==> config.mk <==
export PLATFORM = sky130hd
export DESIGN_NAME = core_result_fifo_flat
export DESIGN_NICKNAME = d
export VERILOG_FILES = /design/src/rtl/core_result_fifo_pkg.sv /design/src/rtl/core_result_fifo_if.sv /design/src/rtl/core_result_fifo_ram.sv /design/src/rtl/core_result_fifo.sv /design/src/flat_wrapper.sv
export SDC_FILE = /design/constraint.sdc
export NUM_CORES = 1
export LEC_CHECK = 0
export ABC_AREA = 0
export ABC_CLOCK_PERIOD_IN_PS = 6100
export BUFFER_PORTS_ARGS = -buffer_cell sky130_fd_sc_hd__buf_2
export CAP_MARGIN = 10
export CORE_ASPECT_RATIO = 0.9
export CORE_MARGIN = 5
export CORE_UTILIZATION = 60
export DETAILED_ROUTE_END_ITERATION = 6
export PLACE_DENSITY_LB_ADDON = 0.25
export SYNTH_ARGS = -nofsm -noshare
export SYNTH_HDL_FRONTEND = slang
export SYNTH_HIERARCHICAL = 1
export SYNTH_SLANG_ARGS = --single-unit
==> constraint.sdc <==
create_clock -name clk -period 6.1 [get_ports clk]
set_input_delay 1.22 -clock clk [delete_from_list [all_inputs] [get_ports clk]]
set_output_delay 1.22 -clock clk [all_outputs]
set_load 0.005 [all_outputs]
==> src/rtl/core_result_fifo_pkg.sv <==
// core_result_fifo_pkg: shared word type, width constants and pointer-width helper
package core_result_fifo_pkg;
  localparam int CORE_WIDTH = 32;
  typedef logic [CORE_WIDTH-1:0] core_word_t;
  function automatic int ptr_w(input int depth);
    return $clog2(depth < 2 ? 2 : depth) + 1;
  endfunction
endpackage

==> src/rtl/core_result_fifo_if.sv <==
// core_result_fifo_if: core-side push (in_data/in_valid) and consumer-side ready/valid (out_data/out_valid/out_ready)
interface core_result_fifo_if import core_result_fifo_pkg::*; #(
  parameter int WIDTH = $bits(core_word_t)
);
  logic [WIDTH-1:0] in_data;
  logic in_valid;
  logic [WIDTH-1:0] out_data;
  logic out_valid;
  logic out_ready;
  modport master(output in_data, in_valid, out_ready, input out_data, out_valid);
  modport slave(input in_data, in_valid, out_ready, output out_data, out_valid);
endinterface

==> src/rtl/core_result_fifo_ram.sv <==
// core_result_fifo_ram: DEPTH x WIDTH storage, one write port (we/waddr/wdata), one async read port (raddr/rdata), no reset
module core_result_fifo_ram #(
  parameter int WIDTH = 32,
  parameter int DEPTH = 8
) (
  input  logic                     clk,
  input  logic                     we,
  input  logic [$clog2(DEPTH)-1:0] waddr,
  input  logic [WIDTH-1:0]         wdata,
  input  logic [$clog2(DEPTH)-1:0] raddr,
  output logic [WIDTH-1:0]         rdata
);
  logic [WIDTH-1:0] mem [DEPTH];
  always_ff @(posedge clk)
    if (we) mem[waddr] <= wdata;
  assign rdata = mem[raddr];
endmodule

==> src/rtl/core_result_fifo.sv <==
// core_result_fifo: fall-through result FIFO absorbing core bursts; drops and counts words on overflow
// Ports: clk, reset (sync, active-high); bus (slave modport: in_data/in_valid in, out_data/out_valid out, out_ready in);
//        level (occupancy 0..DEPTH), full, empty, drop_count (saturating), overflow_sticky (cleared by reset only)
module core_result_fifo import core_result_fifo_pkg::*; #(
  parameter int WIDTH = CORE_WIDTH,
  parameter int DEPTH = 8,
  parameter int CNT_W = 16
) (
  input  logic                     clk,
  input  logic                     reset,
  core_result_fifo_if.slave        bus,
  output logic [ptr_w(DEPTH)-1:0]  level,
  output logic                     full,
  output logic                     empty,
  output logic [CNT_W-1:0]         drop_count,
  output logic                     overflow_sticky
);
  localparam int PW = ptr_w(DEPTH);
  localparam int AW = PW - 1;
  logic [PW-1:0] wptr, rptr;
  logic push, pop, drop;
  logic [WIDTH-1:0] rdata;
  // Extra pointer MSB distinguishes full from empty when the address bits match
  always_comb begin
    empty = wptr == rptr;
    full = (wptr[AW] != rptr[AW]) && (wptr[AW-1:0] == rptr[AW-1:0]);
    pop = !empty && bus.out_ready;
    push = bus.in_valid && (!full || pop);
    drop = bus.in_valid && full && !bus.out_ready;
    bus.out_valid = !empty;
    bus.out_data = empty ? '0 : rdata;
  end
  always_ff @(posedge clk) begin
    if (reset) begin
      wptr <= '0;
      rptr <= '0;
      level <= '0;
      drop_count <= '0;
      overflow_sticky <= 1'b0;
    end else begin
      wptr <= wptr + PW'(push);
      rptr <= rptr + PW'(pop);
      level <= level + PW'(push) - PW'(pop);
      if (drop) begin
        overflow_sticky <= 1'b1;
        if (!(&drop_count)) drop_count <= drop_count + 1'b1;
      end
    end
  end
  always_ff @(posedge clk)
    if (!reset) begin
      assert (!(push && full && !pop));
      assert (level <= PW'(DEPTH));
      assert (bus.out_valid == !empty);
      assert (level == wptr - rptr);
    end
  core_result_fifo_ram #(.WIDTH(WIDTH), .DEPTH(DEPTH)) u_ram (
    .clk(clk),
    .we(push && !reset),
    .waddr(wptr[AW-1:0]),
    .wdata(bus.in_data),
    .raddr(rptr[AW-1:0]),
    .rdata(rdata)
  );
endmodule

==> src/flat_wrapper.sv <==
// flat-port wrapper written by rule: the top's interface ports become plain ports
module core_result_fifo_flat import core_result_fifo_pkg::*;
#(
  parameter int WIDTH = CORE_WIDTH,
  parameter int DEPTH = 8,
  parameter int CNT_W = 16
)
  (clk, reset, level, full, empty, drop_count, overflow_sticky, bus_in_data, bus_in_valid, bus_out_ready, bus_out_data, bus_out_valid);
  core_result_fifo_if #(.WIDTH(WIDTH)) bus_i ();
  input  logic clk;
  input  logic reset;
  output logic [ptr_w(DEPTH)-1:0] level;
  output logic full;
  output logic empty;
  output logic [CNT_W-1:0] drop_count;
  output logic overflow_sticky;
  input wire logic [$bits(bus_i.in_data)-1:0] bus_in_data;
  input wire logic [$bits(bus_i.in_valid)-1:0] bus_in_valid;
  input wire logic [$bits(bus_i.out_ready)-1:0] bus_out_ready;
  output wire logic [$bits(bus_i.out_data)-1:0] bus_out_data;
  output wire logic [$bits(bus_i.out_valid)-1:0] bus_out_valid;
  assign bus_i.in_data = bus_in_data;
  assign bus_i.in_valid = bus_in_valid;
  assign bus_i.out_ready = bus_out_ready;
  assign bus_out_data = bus_i.out_data;
  assign bus_out_valid = bus_i.out_valid;
  core_result_fifo #(.WIDTH(WIDTH), .DEPTH(DEPTH), .CNT_W(CNT_W)) u_core (.clk(clk), .reset(reset), .bus(bus_i), .level(level), .full(full), .empty(empty), .drop_count(drop_count), .overflow_sticky(overflow_sticky));
endmodule
# Word-level counts from Yosys, hierarchy flattened
# Memories as Yosys holds them, arrays and structs flattened. A register that Yosys moved wholly into a read port is not among the register bits.
# Index checks and enable logic that the tools add are counted.
[totals]
reg_bits = 29
mem_bits_rw = 256
in_bits = 36
wordCells = 32
mem_count = 1
[mem_list]
columns = ["name", "words", "word_bits", "rd", "rd_ports_with_merged_regs", "wr", "line", "rtl"]
rows = [
  ["u_core.u_ram.mem", 8, 32, 1, 1, 1, "core_result_fifo_ram.sv:13", "logic [WIDTH-1:0] mem [DEPTH];"],
]
[op_classes]
addsub = 5
n_eq_ne = 3
n_mux = 4
bitwise_logic = 1
n_reduce_logical = 13
[op_table]
columns = ["cell", "n"]
rows = [
  ["32-bit 2-to-1 mux", 1],
  ["16-bit by 1-bit adder with 16-bit output, second input constant", 1],
  ["16-bit AND reduction", 1],
  ["4-bit by 1-bit adder with 4-bit output", 3],
  ["1-bit logical AND", 6],
  ["4-bit equality test", 1],
  ["1-bit logical NOT", 4],
  ["4-bit by 1-bit subtractor with 4-bit output", 1],
  ["3-bit equality test", 1],
  ["3-bit 2-to-1 mux", 1],
  ["1-bit 2-to-1 mux", 2],
  ["2-bit AND reduction", 1],
  ["1-bit logical OR", 1],
  ["1-bit inequality test", 1],
  ["1-bit NOT", 1],
]

# Logic depth before layout (Yosys ltp)
# Gate-level depths: netlist of run 1.
[logic_depth]
depth_word = 8
mapped_depth = 12
ltp_nobuf = 11

# Hierarchy
# Netlist of run 1, hierarchy kept.
[modules_own_cells]
columns = ["mod", "n_inst", "cells_each", "area_each_um2", "seq_area_each_um2"]
rows = [
  ["core_result_fifo_ram", 1, 383, 9825.7, 7687.4],
  ["core_result_fifo", 1, 194, 1661.6, 580.6],
]

# Worst setup path after synthesis of run 1
# Ideal clock, no wire load.
[synth_path]
path_type = "input to register"
startpoint = "in reset"
endpoint = "mem u_core.u_ram.mem[0][0], enable pin"
setup_ns = 0.461
t_arrival_ns = 4.075
slack_ns = 1.564
path_stages = 5
n_path_buf = 2
path_cell_list = "clkbuf_1 clkbuf_1 nor2_1 nand2b_1 nor3_1"
[synth_between]
elab_chain_len = 4
[synth_rtl]
columns = ["item", "line", "rtl"]
rows = [
  ["start: declaration", "flat_wrapper.sv:11", "input logic reset;"],
  ["1-bit logical NOT", "--", ""],
  ["1-bit logical AND", "core_result_fifo.sv:59", ".we(push && !reset),"],
  ["1-bit 2-to-1 mux", "core_result_fifo_ram.sv:15", "if (we) mem[waddr] <= wdata;"],
  ["1-bit 2-to-1 mux (not written as such)", "core_result_fifo_ram.sv:15", ""],
  ["end: declaration", "core_result_fifo_ram.sv:13", ""],
]
# No other way between the ends.

# Final worst setup path of run 1
[layout_path]
startpoint = "reg u_core.rptr[0]"
endpoint = "out bus_out_data[18]"
[layout_between]
elab_chain_len = 2
[layout_rtl]
columns = ["item", "line", "rtl"]
rows = [
  ["start: declaration", "core_result_fifo.sv:20", "logic [PW-1:0] wptr, rptr;"],
  ["start signal: assignment", "core_result_fifo.sv:42", "rptr <= rptr + PW'(pop);"],
  ["4-bit equality test", "core_result_fifo.sv:25", "empty = wptr == rptr;"],
  ["32-bit 2-to-1 mux", "core_result_fifo.sv:31", "bus.out_data = empty ? '0 : rdata;"],
  ["end: declaration", "flat_wrapper.sv:20", "output wire logic [$bits(bus_i.out_data)-1:0] bus_out_data;"],
]
# No other way between the ends.

==> flow_summary.ini, run 1 <==
[run_status]
status = complete, no violations

[floorplanning]
die_w_um = 156
die_h_um = 141
core_area_um2 = 19000
io_pins = 92
die_area_um2 = 22000
rows = 48
start_util = 0.605

[flow_run]
max_cap_viol_count = 0

[routing]
first_pass_iters = 4
num_vias = 5649
wl_per_cell_um = 22.6
viasPerCell = 5.93
drt_wl_total_um = 21500
drt_iter0_markers = 326
drc_errors = 0
antenna_left = 0

[global_routing]
grt_pass1_wl_um = 33000
grt_pass1_vias = 5780
top_usage_layer = met2
gr-total-overflow = 0
use_met3 = 0.0366
grt_max_degree = 67
grtUsageMet2 = 0.327
gr-usage-all-layers = 0.197
use_met1 = 0.276
grt_antenna_before_repair = 3

[sta]
max_freq_mhz = 233
drv_slew = 0
tightest_slew_ps = 887
setup_viol = 0
holdWs_ps = 452
period_share = 0.703
min_period_ps = 4290
hold_viol_final = 0
rsz0062_at_grt = false
fin_worst_skew_ps = 9.52
tns_ps = 0
layout_setup_ws_ps = 1810
slew_headroom = 0.408

[synth]
syn_area_per_cell_um2 = 19.9
synth_area_um2 = 11500
synth_nets = 623
async_flop_share = 0
syn_inst = 577
yosysSeqAreaShare = 0.720
synth-edff-count = 256
synth-warning-count = 6
synthFlopType = edfxtp_1
synth.distinct_cells = 39
synth_seq_cells = 285

[clock_network]
cts_buffers = 28
clockBufferDepth = 3
ctsHoldBuffers = 0
cts_setup_buffers = 0
clock-sinks = 285
cts-root-buf = clkbuf_16
h-tree-depth = 1
clock_latency_ps = 530
tritoncts = yes
cts.clk_slew.worst_paths_ps = 60
ctsResizeCount = 0

[place]
place_area_um2 = 12200
globalplace.congestion = 0.730
hpwl_um = 12000
io_buffers = 91
pre_cts_slack_ps = 2160

[pwr]
p_clk_frac = 0.373
p_total_w = 0.00445
p_int_w = 0.00349
p_sw_w = 0.000964
power_frac_seq = 0.499
vdd_drop_max_mv = 0.200
swShare = 0.217
leakagePower_nw = 4.48
power_density_nw_per_um2 = 338
combPwrFrac = 0.128

[hold_path]
holdPathStages = 2
worstHoldStart = u_core/overflow_sticky$_SDFFE_PP0P_
hold_path.class = flip-flop to flip-flop
whs_endpoint = u_core/overflow_sticky$_SDFFE_PP0P_

[worst_setup_path]
crit_path_start_kind = flip-flop
path_class = flip-flop to primary output
cp_data_arrival_time_ps = 3070
reg2reg_to = u_core/level[2]$_SDFF_PP0_
worst_path_largest_cell_delay_ps = 810
rrSetupSlack_ps = 2740
critPathMaxFanout = 39
crit_chain = buf_4 -> mux4_1 -> mux2_2 -> and2_1 -> buf_2
crit_start = u_core/rptr[0]$_SDFF_PP0_
crit_required_ps = 4880
reg2regPathDepth = 11
cp-end-kind = primary output
slowest_stage = dfxtp_4
regToRegStartpoint = u_core/rptr[0]$_SDFF_PP0_

[finish]
final_nets = 731
regArea_um2 = 8270
fillerInstances = 1208
multi_input_area_um2 = 3080
drive_gt1_frac = 0.308
area_growth_syn_to_layout_pct = 14.5
final_area_um2 = 13200
## power groups by stage
stage / registers [W] / clock network [W] / logic (W)
final: 0.00222 / 0.00166 / 0.000568
after CTS: 0.00222 / 0.00169 / 0.000571
after floorplan: 0.00223 / 0 / 0.000421
after global routing: 0.00223 / 0.00178 / 0.000624
after global placement: 0.00226 / 0 / 0.000550
after detailed placement: 0.00226 / 0 / 0.000567
## how the worst max path moves through the flow
stage	end	slack [ps]
after floorplan	u_core/u_ram/mem[0][0]$_DFFE_PP_	1560
after global placement	bus_out_data[9]	2270
after detailed placement	bus_out_data[2]	2160
after CTS	bus_out_data[2]	1590
after global routing	bus_out_data[17]	1610
final	bus_out_data[18]	1810
## cells by family after synthesis
group                      share of synthesized area
AOI/OAI and AO/OA                             0.0118
and+or+nand+nor                               0.0572
adders and majority gates                     0.0115
DFF                                            0.720
xor gates and xnor gates                     0.00991
muxes                                          0.173
buffers and inverters                         0.0169
## registers in the layout, summed over array words and instances (netlist names)
register and flops:
u_core/drop_count 16, u_core/level 4, u_core/rptr 4, u_core/overflow_sticky 1, u_core/wptr 4, u_core/u_ram/mem 256
## cell type report
class / instances / area share
Clock buffer: 39 / 0.0588
Clock inverter: 8 / 0.00894
Tap cell: 250 / 0.0238
Sequential cell: 285 / 0.629
Timing Repair Buffer: 104 / 0.0426
Multi-Input combinational cell: 257 / 0.234
Inverter: 9 / 0.00257
Antenna cell: 1 / 0.000190
## critical path: cells and delay by family (launching register included)
family | cells | cell delay (ps)
buffers and inverters | 2 | 680
DFF | 1 | 810
muxes | 2 | 910
and+or+nand+nor | 1 | 130
## layout by cell type, fill, tap and decap left out, types with 3 or more instances in the layout
cell type,instances
and2_1,34
dfxtp_1,26
nand2b_1,3
a21oi_1,13
buf_2,91
nor2b_1,7
clkbuf_1,9
nand3_1,8
xor2_1,7
nor2_1,13
bufinv_16,3
clkinv_2,4
nor2_4,6
o21ai_0,8
nand4_2,3
clkbuf_16,29
o31ai_1,3
or3_1,7
inv_1,9
mux4_1,40
buf_4,12
mux4_2,24
ha_1,9
nand4_1,3
or4_1,3
xnor2_1,6
edfxtp_1,256
mux2_2,32
nand2_1,9
## metal layers
metal / vias to the layer above / routed length, um
met1: 2905 / 9280
li1: 2562 / -
met2: 149 / 10800
met3: 29 / 1160
met5: - / 27
met4: 4 / 286
## Yosys cell counts (4+ instances only)
library cell  count  area (um^2)
mux4_1           40         1050
a21oi_1          13         65.1
or3_1             7         43.8
nor3_1            4         20.0
nor2_1           19         71.3
nor2b_1           7         43.8
nand2_1           9         33.8
and2_1           34          213
dfxtp_1          29          581
o21ai_0           8         40.0
buf_2             8         40.0
edfxtp_1        256         7690
nand3_1           8         40.0
mux2_2           32          360
buf_1             4         15.0
xor2_1            7         61.3
mux4_2           24          541
clkbuf_1          7         26.3
inv_1             9         33.8
xnor2_1           6         52.6
ha_1              9          113
buf_6             7         78.8
## metrics by stage
stage / util / instances
2_1_floorplan: - / 577
3_3_place_gp: 0.645 / 904
3_5_place_dp: 0.645 / 904
4_1_cts: 0.692 / 951
5_1_grt: 0.693 / 953
6_report: 0.693 / 953
Power figures use the tool's default switching activity.
==> run 2: changes to the inputs <==
- ABC_CLOCK_PERIOD_IN_PS: 6100 -> 4100
- CORE_UTILIZATION: 60 -> 59
- clock period: 6.1 -> 4.1 ns (I/O delays scaled with it)
==> run 2 against run 1 <==
Core utilization is 0.22 points lower; design area is 0.63% higher; critical path depth stayed put; power is 51% higher; non-clock buffer count is 2 higher; sequential power is 47% higher; clock skew is 0.58 ps lower; die area is 1.6% higher; register-to-register slack worse by 2000 ps; wire length is 0.94% higher; sequential share of layout area is 0.39 points lower; sequential cell count stayed put; critical path type unchanged; highest routed layer unchanged.
==> flow_summary.ini, run 2 (synthesized netlist as in run 1, its figures left out) <==
[run_status]
status = complete, no violations

[sta]
hold_viol_final = 0
period_share = 0.876
drv_slew = 0
tightest_slew_ps = 1020
min_period_ps = 3590
tns_ps = 0
rsz0062_at_grt = false
fin_worst_skew_ps = 8.94
setup_viol = 0
max_freq_mhz = 278
slew_headroom = 0.321

[clock_network]
tritoncts = yes
clock_latency_ps = 530
cts_buffers = 28
clock-sinks = 285
cts-root-buf = clkbuf_16
clockBufferDepth = 3
ctsHoldBuffers = 0
h-tree-depth = 1
ctsResizeCount = 0
cts_setup_buffers = 0
cts.clk_slew.worst_paths_ps = 60

[routing]
wl_per_cell_um = 22.6
drc_errors = 0
viasPerCell = 5.97
drt_wl_total_um = 21700
num_vias = 5725
first_pass_iters = 4
antenna_left = 0
drt_iter0_markers = 342

[place]
hpwl_um = 12500
globalplace.congestion = 0.826
io_buffers = 91
placedCellCount = 907

[floorplanning]
die_w_um = 157
rows = 48
die_h_um = 142
die_area_um2 = 22400
start_util = 0.600
io_pins = 92
core_area_um2 = 19200

[pwr]
power_frac_seq = 0.487
p_clk_frac = 0.381
leakagePower_nw = 4.51
power_density_nw_per_um2 = 507
p_int_w = 0.00523
swShare = 0.222
vdd_drop_max_mv = 0.437
p_sw_w = 0.00149
combPwrFrac = 0.132

[global_routing]
gr-total-overflow = 0
grt_pass1_vias = 6114
grt_max_degree = 67
gr-usage-all-layers = 0.201
grt_pass1_wl_um = 34400
grt_antenna_before_repair = 1

[finish]
drive_gt1_frac = 0.314
final_common_cell = edfxtp_1
area_growth_syn_to_layout_pct = 15.2
largest_register_ffs = 256
reg_top3 = u_core/u_ram/mem x256, u_core/drop_count x16
final_nets = 733
finalNonFillerCells = 959
top_register = u_core/u_ram/mem
layout_common_cells = edfxtp_1 (256), buf_2 (91), mux4_1 (40)

[worst_setup_path]
crit_required_ps = 3280
cp-end-kind = primary output
critPathMaxFanout = 26
slowest_stage = mux4_1
path_class = flip-flop to primary output
crit_buf_inv = 2
crit_path_start_kind = flip-flop
cp_data_arrival_time_ps = 2770
cp_top_family = multiplexers
crit_chain = buf_4 -> mux4_1 -> mux2_2 -> and2_1 -> buf_2
worst_path_largest_cell_delay_ps = 620

[flow_run]
max_cap_viol_count = 0

[hold_path]
hold_path.class = flip-flop to flip-flop
run 2: layout make-up:
cell class	instances	area, um^2
Tap cell	250	313
Fill cell	1223	5920
Clock buffer	39	793
Clock inverter	12	135
Multi-Input combinational cell	257	3090
Antenna cell	1	2.50
Timing Repair Buffer	106	593
Inverter	9	33.8
Sequential cell	285	8270
run 2: power by group through the flow:
stage	clock network, W	logic (W)	registers (W)
after CTS	0.00260	0.000907	0.00327
after detailed placement	0	0.000900	0.00334
after floorplan	0	0.000627	0.00331
after global placement	0	0.000879	0.00333
after global routing	0.00274	0.000974	0.00328
final	0.00256	0.000887	0.00327
run 2: routing by layer:
metal	track usage	up-vias	wire length, um
met5	0	-	7
met4	0.0389	2	374
met3	0.0331	33	1160
met2	0.346	165	11000
met1	0.278	2957	9210
li1	-	2568	-
run 2: metrics by stage:
stage	hold WS (ps)	setup WS, ps	instance area (um^2)	power (W)	util
after floorplan	442	821	11500	0.00394	-
after global placement	434	877	12300	0.00421	0.642
after detailed placement	443	741	12300	0.00424	0.642
after CTS	453	450	13200	0.00678	0.691
after global routing	476	348	13200	0.00699	0.691
final	449	509	13200	0.00671	0.691
run 2: worst paths after layout:
kind / from / end / slack (ps) / cells past startpoint
min reg2reg: u_core/overflow_sticky$_SDFFE_PP0P_ / u_core/overflow_sticky$_SDFFE_PP0P_ / 450 / 2
max reg2reg: u_core/wptr[1]$_SDFF_PP0_ / u_core/u_ram/mem[4][20]$_DFFE_PP_ / 750 / 8
max: u_core/rptr[0]$_SDFF_PP0_ / bus_out_data[1] / 510 / 5
min: u_core/overflow_sticky$_SDFFE_PP0P_ / u_core/overflow_sticky$_SDFFE_PP0P_ / 450 / 2
run 2: worst reg2reg max path: stages (launching register included):
cell     delay, ps
dfxtp_1        570
xor2_1         340
nor4_4         130
or2b_1         170
nand2_1         80
nor2_1         160
nand2_1        260
nor3_4         850
buf_4          450
==> run 3: changes to the inputs <==
==> constraint.sdc (replaced) <==
create_clock -name clk -period 4.1 [get_ports clk]
set_input_delay 0.41 -clock clk [delete_from_list [all_inputs] [get_ports clk]]
set_output_delay 0.41 -clock clk [all_outputs]
set_load 0.005 [all_outputs]
==> run 3 against run 2 <==
Fmax increased by 3.4%; power decreased by 2.9%; largest cell class unchanged; design area decreased by 0.54%; via count decreased by 0.40%; clock skew decreased by 1.7 ps.
==> flow_summary.ini, run 3 (synthesized netlist as in run 1, its figures left out) <==
[finish]
final_common_cell = edfxtp_1
area_growth_syn_to_layout_pct = 14.6
drive_gt1_frac = 0.312
top_register = u_core/u_ram/mem
finalNonFillerCells = 960
final_nets = 735
layout_common_cells = edfxtp_1 (256), buf_2 (91), mux4_1 (40)
largest_register_ffs = 256
reg_top3 = u_core/u_ram/mem x256, u_core/drop_count x16
utilization = 0.687

[routing]
first_pass_iters = 4
drt_wl_total_um = 21500
viasPerCell = 5.94
num_vias = 5702
antenna_left = 0
wl_per_cell_um = 22.4
drt_iter0_markers = 380
drc_errors = 0

[sta]
period_share = 0.847
setup_viol = 0
drv_slew = 0
hold_viol_final = 0
tns_ps = 0
min_period_ps = 3470
slew_headroom = 0.410
fin_worst_skew_ps = 7.21
layout_setup_ws_ps = 628
rsz0062_at_grt = false
tightest_slew_ps = 884
max_freq_mhz = 288

[global_routing]
gr-total-overflow = 0
gr-usage-all-layers = 0.199
grt_antenna_before_repair = 1
grt_max_degree = 67
grt_pass1_wl_um = 34200
grt_pass1_vias = 6062

[pwr]
power_density_nw_per_um2 = 495
vdd_drop_max_mv = 0.370
p_int_w = 0.00506
leakagePower_nw = 4.48
p_sw_w = 0.00146
p_clk_frac = 0.364
combPwrFrac = 0.132
swShare = 0.224
power_frac_seq = 0.504

[worst_setup_path]
cp_data_arrival_time_ps = 3060
path_class = flip-flop to primary output
critPathMaxFanout = 39
worst_path_largest_cell_delay_ps = 670
crit_path_start_kind = flip-flop
slowest_stage = dfxtp_4
crit_required_ps = 3690
crit_chain = buf_4 -> mux4_1 -> mux2_2 -> and2_1 -> buf_2
cp-end-kind = primary output

[place]
pre_cts_slack_ps = 1030
hpwl_um = 12600
io_buffers = 91
placedCellCount = 910
globalplace.congestion = 0.794

[clock_network]
h-tree-depth = 1
cts_setup_buffers = 0
ctsResizeCount = 0
clock_latency_ps = 520
clock-sinks = 285
cts.clk_slew.worst_paths_ps = 60
cts-root-buf = clkbuf_16
cts_buffers = 27
tritoncts = yes
ctsHoldBuffers = 0
clockBufferDepth = 3

[floorplanning]
io_pins = 92
start_util = 0.600
die_w_um = 157
rows = 48
die_h_um = 142
die_area_um2 = 22400
core_area_um2 = 19200

[run_status]
status = complete, no violations

[hold_path]
hold_path.class = input port to flip-flop

[flow_run]
max_cap_viol_count = 0
run 3: layout make-up:
type | count | area [um^2]
clock inverters | 13 | 118
well taps | 250 | 313
inverters | 9 | 33.8
repair buffers | 109 | 616
multi-input cells | 257 | 3080
flip-flops and latches | 285 | 8270
diodes | 1 | 2.50
fillers | 1212 | 5990
clock buffers | 36 | 729
run 3: metrics by stage:
stage          cell area, um^2  hold slack (ps)  power, W
2_1_floorplan            11500              442   0.00394
3_3_place_gp             12300              441   0.00420
3_5_place_dp             12300              446   0.00423
4_1_cts                  13200              138   0.00659
5_1_grt                  13200              146   0.00680
6_report                 13200              155   0.00652
run 3: worst paths after layout:
kind,startpoint,end,slack [ps],cells past startpoint
max,u_core/rptr[0]$_SDFF_PP0_,bus_out_data[19],630,5
min reg2reg,u_core/overflow_sticky$_SDFFE_PP0P_,u_core/overflow_sticky$_SDFFE_PP0P_,460,2
max reg2reg,u_core/rptr[0]$_SDFF_PP0_,u_core/level[2]$_SDFF_PP0_,1030,11
min,bus_in_data[7],u_core/u_ram/mem[6][7]$_DFFE_PP_,150,1
run 3: power groups by stage:
stage	clock, W	sequential [W]	combinational [W]
after floorplan	0	0.00331	0.000627
after global placement	0	0.00335	0.000856
after detailed placement	0	0.00335	0.000877
after CTS	0.00242	0.00329	0.000884
after global routing	0.00255	0.00330	0.000952
final	0.00237	0.00329	0.000860
run 3: worst max-delay path: cells and delay by family (launching register included):
family	cells	cell delay, ps
buffers and inverters	2	780
DFF	1	670
muxes	2	920
and+or+nand+nor	1	150
run 3: metal layers:
metal	GRT usage	share of wire
met1	0.279	0.43
met2	0.331	0.50
met3	0.0334	0.047
met5	0	0
met4	0.0521	0.020
